--- config.mk ---
export PLATFORM = sky130hd
export DESIGN_NAME = mod8_counter_flat
export DESIGN_NICKNAME = d
export VERILOG_FILES = /design/src/rtl/mod8_counter_pkg.sv /design/src/rtl/mod8_counter_if.sv /design/src/rtl/mod8_counter_next.sv /design/src/rtl/mod8_counter.sv /design/src/flat_wrapper.sv
export SDC_FILE = /design/constraint.sdc
export NUM_CORES = 1
export LEC_CHECK = 0
export BUFFER_PORTS_ARGS = -buffer_cell sky130_fd_sc_hd__buf_2
export CAP_MARGIN = 10
export CORE_AREA = 3 3 40 42
export DETAILED_ROUTE_END_ITERATION = 16
export DIE_AREA = 0 0 43 45
export PLACE_DENSITY = 0.34
export SYNTH_ARGS = -nofsm -noshare
export SYNTH_HDL_FRONTEND = slang
export SYNTH_SLANG_ARGS = --single-unit
export TNS_END_PERCENT = 5
--- constraint.sdc ---
create_clock -name clk -period 2.55 [get_ports clk]
set_clock_uncertainty 0.1 [all_clocks]
set_input_delay 0.1275 -clock clk [delete_from_list [all_inputs] [get_ports clk]]
set_output_delay 0.1275 -clock clk [all_outputs]
set_load 0.01 [all_outputs]
--- src/rtl/mod8_counter_pkg.sv ---
// Shared types and defaults for the modulo counter slice.
package mod8_counter_pkg;
    localparam int MOD8_WIDTH   = 3;
    localparam int MOD8_MODULUS = 8;

    typedef logic [MOD8_WIDTH-1:0] mod8_count_t;
endpackage

--- src/rtl/mod8_counter_if.sv ---
// Control and count bundle between a counter and its driver.
interface mod8_counter_if
    import mod8_counter_pkg::*;
#(
    parameter int WIDTH = MOD8_WIDTH
);
    logic             en;
    logic             load;
    logic [WIDTH-1:0] load_val;
    logic [WIDTH-1:0] q;
    logic             tc;

    modport master (
        output en,
        output load,
        output load_val,
        input  q,
        input  tc
    );

    modport slave (
        input  en,
        input  load,
        input  load_val,
        output q,
        output tc
    );
endinterface

--- src/rtl/mod8_counter_next.sv ---
// Next-count logic: clear beats load beats increment beats hold.
module mod8_counter_next
    import mod8_counter_pkg::*;
#(
    parameter int WIDTH   = MOD8_WIDTH,
    parameter int MODULUS = MOD8_MODULUS
) (
    input  logic [WIDTH-1:0] q,
    input  logic             clr,
    input  logic             load,
    input  logic [WIDTH-1:0] load_val,
    input  logic             en,
    output logic [WIDTH-1:0] q_next
);
    localparam logic [WIDTH-1:0] LAST = WIDTH'(MODULUS - 1);

    logic [WIDTH-1:0] load_red;
    logic [WIDTH:0]   load_ext;

    // Compare one bit wider so MODULUS == 2**WIDTH never truncates to 0.
    always_comb begin
        load_ext = {1'b0, load_val};
        load_red = load_val;
        if (load_ext >= (WIDTH+1)'(MODULUS))
            load_red = WIDTH'(load_ext - (WIDTH+1)'(MODULUS));
    end

    always_comb begin
        q_next = q;
        if (clr)
            q_next = '0;
        else if (load)
            q_next = load_red;
        else if (en)
            q_next = (q == LAST) ? '0 : q + WIDTH'(1);
    end
endmodule

--- src/rtl/mod8_counter.sv ---
// Modulo-MODULUS up-counter with sync clear, load and terminal count.
module mod8_counter
    import mod8_counter_pkg::*;
#(
    parameter int WIDTH   = MOD8_WIDTH,
    parameter int MODULUS = MOD8_MODULUS
) (
    input  logic           clk,
    input  logic           clr,
    mod8_counter_if.slave  bus
);
    if (((1 << WIDTH) < MODULUS) || (MODULUS < 2)) begin : g_bad_params
        $error("mod8_counter: need 2 <= MODULUS <= 2**WIDTH");
    end

    logic [WIDTH-1:0] q_r;
    logic [WIDTH-1:0] q_next;

    mod8_counter_next #(
        .WIDTH   (WIDTH),
        .MODULUS (MODULUS)
    ) u_next (
        .q        (q_r),
        .clr      (clr),
        .load     (bus.load),
        .load_val (bus.load_val),
        .en       (bus.en),
        .q_next   (q_next)
    );

    always_ff @(posedge clk) begin
        q_r <= q_next;
    end

    assign bus.q  = q_r;
    assign bus.tc = (q_r == WIDTH'(MODULUS - 1));
endmodule

--- src/flat_wrapper.sv ---
// flat-port wrapper written by rule: the top's interface ports become plain ports
module mod8_counter_flat import mod8_counter_pkg::*;
#(
    parameter int WIDTH   = MOD8_WIDTH,
    parameter int MODULUS = MOD8_MODULUS
)
  (clk, clr, bus_en, bus_load, bus_load_val, bus_q, bus_tc);
  mod8_counter_if #(.WIDTH(WIDTH)) bus_i ();
  input  logic clk;
  input  logic clr;
  input wire logic [$bits(bus_i.en)-1:0] bus_en;
  input wire logic [$bits(bus_i.load)-1:0] bus_load;
  input wire logic [$bits(bus_i.load_val)-1:0] bus_load_val;
  output wire logic [$bits(bus_i.q)-1:0] bus_q;
  output wire logic [$bits(bus_i.tc)-1:0] bus_tc;
  assign bus_i.en = bus_en;
  assign bus_i.load = bus_load;
  assign bus_i.load_val = bus_load_val;
  assign bus_q = bus_i.q;
  assign bus_tc = bus_i.tc;
  mod8_counter #(.WIDTH(WIDTH), .MODULUS(MODULUS)) u_core (.clk(clk), .clr(clr), .bus(bus_i));
endmodule
==> results.cfg <==
[yosys]
ys_seq_area_frac = 0.338
yosysTopAreaCell = dfxtp_1
syn_inst = 17
netlist_area_um2 = 178
synth_cell_type_count = 11
synth_fp_nets = 26
avgSynthCellArea_um2 = 10.5
yosysWarnings = 0
synth_top_area_share = 0.338
yosys-top-cells-area = dfxtp_1, ha_1, nor2b_1
synth.ff_latch_count = 3

[clock_network]
ctsHoldBuffers = 1
clockRootBuffer = clkbuf_4
clock_sinks = 3
post_cts_buffers = 0
clk-insertion-delay-late_ns = 0.23
numCtsBuffers = 3
cts_tree = done
clock_path_buffers = 2
htree_levels = 1
clkTransAtPathRegs_ns = 0.04
cts_resized = 0

[timing]
finalSetupViolations = 0
max_slew_margin = 0.836
drv_slew = 0
worst_slew_pin_slew_ns = 0.245
hold_violations = 0
fmax_ghz = 0.674
rsz0062_at_grt = no
period_share = 0.582
tns_ns = 0
final.min_clock_period_ns = 1.48

[floorplan]
io_pins = 11
start_util = 0.138
dieHeight_um = 45
die_w_um = 43
die_area_um2 = 1940
core-area_um2 = 1280
core.rowCount = 13

[place]
dpl_cell_area_um2 = 246
place.gp.congestion = 0.762
io_buffers = 10
dp.cells = 42

[layout]
layout.nets = 42
fin_area_um2 = 283
largest_reg_flops = 3
final_cells = 47
drive_above_1_share = 0.438
post-route-util = 0.220
syn_to_final_growth_pct = 59.2
num-fill-cells = 143
antenna_cells = 0

[power]
p_per_area_nw_per_um2 = 578
irDropWorstVdd_mv = 0.278
p_sw_w = 0.0000389
seq_power_share = 0.333
swShare = 0.238
pwr-share-clk = 0.498
combPwrFrac = 0.169
intPower_w = 0.000124
power.leakage_nw = 0.138

[drt]
drtAntennaViolNets = 0
viasPerCell = 3.85
wire_per_inst_um = 9.19
routed_wl_um = 432
firstDrtPassIters = 4
drc = 0
drt_iter0_drc = 4
routed-via-count = 181

[global_routing]
antenna_found_initial = 0
grt_pass1_wl_um = 786
grt.overflow.total = 0
track_usage = 0.0591
grt_max_degree = 6
grt_pass1_vias = 193

[run]
max_cap_violations = 0

[worst_setup_path]
cp-start-kind = register
critPathArrivalTime_ns = 1.53
crit_chain = ha_1 -> ha_1 -> or3b_1 -> a311oi_2
crit_top_cell = ha_1
crit_slowest_cell = or3b_1
crit_path_max_incr_delay_ns = 0.36
reg2reg_slack_ns = 1.07
crit_type = register to register
cp-end-kind = register
cp_max_fo = 4
required_ns = 2.59

[outcome]
status = completed

[worst_hold_path]
hold_class = primary input to register
[worst paths after layout]
check	startpoint	endpoint	cells after the start
min reg2reg	u_core.bus.q[1]	u_core.bus.q[1]	2
max reg2reg	u_core.bus.q[0]	u_core.bus.q[0]	4
max	u_core.bus.q[0]	u_core.bus.q[0]	4
min	bus_load_val[1]	u_core.bus.q[1]	3
[layout make-up]
type / instances / area, um^2 / area share
tap: 15 / 18.8 / 0.0664
timing repair buffer: 11 / 60.1 / 0.212
clock buffer: 4 / 26.3 / 0.0929
inverter: 1 / 3.75 / 0.0133
multi-input combinational: 13 / 114 / 0.403
sequential: 3 / 60.1 / 0.212
[worst max-delay path, delay by kind of cell (launching register included)]
family / cells / cell delay, ns
AND/OR/NAND/NOR: 1 / 0.36
adder cells (fa/ha/maj): 2 / 0.39
AO/OA/AOI/OAI: 1 / 0.22
flip-flops: 1 / 0.32
[cell families (layout without fill, tap and decap cells)]
kind of cell / Yosys count / after routing / synth area share
adder cells (fa/ha/maj): 2 / 2 / 0.141
multiplexers: 1 / 1 / 0.0563
flip-flops: 3 / 3 / 0.338
buffers and inverters: 1 / 16 / 0.0211
AND/OR/NAND/NOR: 7 / 7 / 0.268
AO/OA/AOI/OAI: 3 / 3 / 0.176
[stage by stage]
| stage | setup WS (ns) | total power [W] | hold slack (ns) |
|---|---|---|---|
| CTS | 1.05 | 0.000169 | 0.117 |
| global placement | 1.06 | 0.0000817 | 0.231 |
| detailed placement | 1.06 | 0.0000815 | 0.238 |
| floorplan | 1.02 | 0.0000687 | 0.0954 |
| finish | 1.07 | 0.000163 | 0.126 |
| global route | 1.00 | 0.000182 | 0.131 |
[layout by cell type, fill, tap and decap left out]
master         netlist  final
clkbuf_4             0      3
or3b_1               1      1
mux2i_1              1      1
a211oi_1             1      1
a311oi_2             1      1
dlygate4sd3_1        0      1
ha_1                 2      2
nand3b_1             1      1
clkbuf_1             0      1
dfxtp_1              3      3
inv_1                1      1
a311oi_1             1      1
nor2b_1              3      3
nand2b_1             2      2
buf_2                0     10
[synthesized netlist by cell type]
cell type	count
dfxtp_1	3
nor2b_1	3
ha_1	2
nand2b_1	2
a211oi_1	1
a311oi_1	1
a311oi_2	1
inv_1	1
mux2i_1	1
nand3b_1	1
or3b_1	1
[routing by layer]
| metal | vias to the layer above | GRT usage | part of all wire |
|---|---|---|---|
| li1 | 95 | - | - |
| met1 | 74 | 0.0745 | 0.51 |
| met2 | 12 | 0.0629 | 0.32 |
| met3 | 0 | 0.0637 | 0.17 |
| met4 | 0 | 0.0181 | 0 |
| met5 | - | 0 | 0 |
[power groups by stage]
| stage | logic (W) | clock network (W) | registers (W) |
|---|---|---|---|
| 2_1_floorplan | 0.0000123 | 0 | 0.0000564 |
| 3_3_place_gp | 0.0000268 | 0 | 0.0000549 |
| 3_5_place_dp | 0.0000266 | 0 | 0.0000549 |
| 4_1_cts | 0.0000281 | 0.0000861 | 0.0000544 |
| 5_1_grt | 0.0000315 | 0.0000951 | 0.0000551 |
| 6_report | 0.0000276 | 0.0000814 | 0.0000544 |
(Power assumes the default switching activity.)
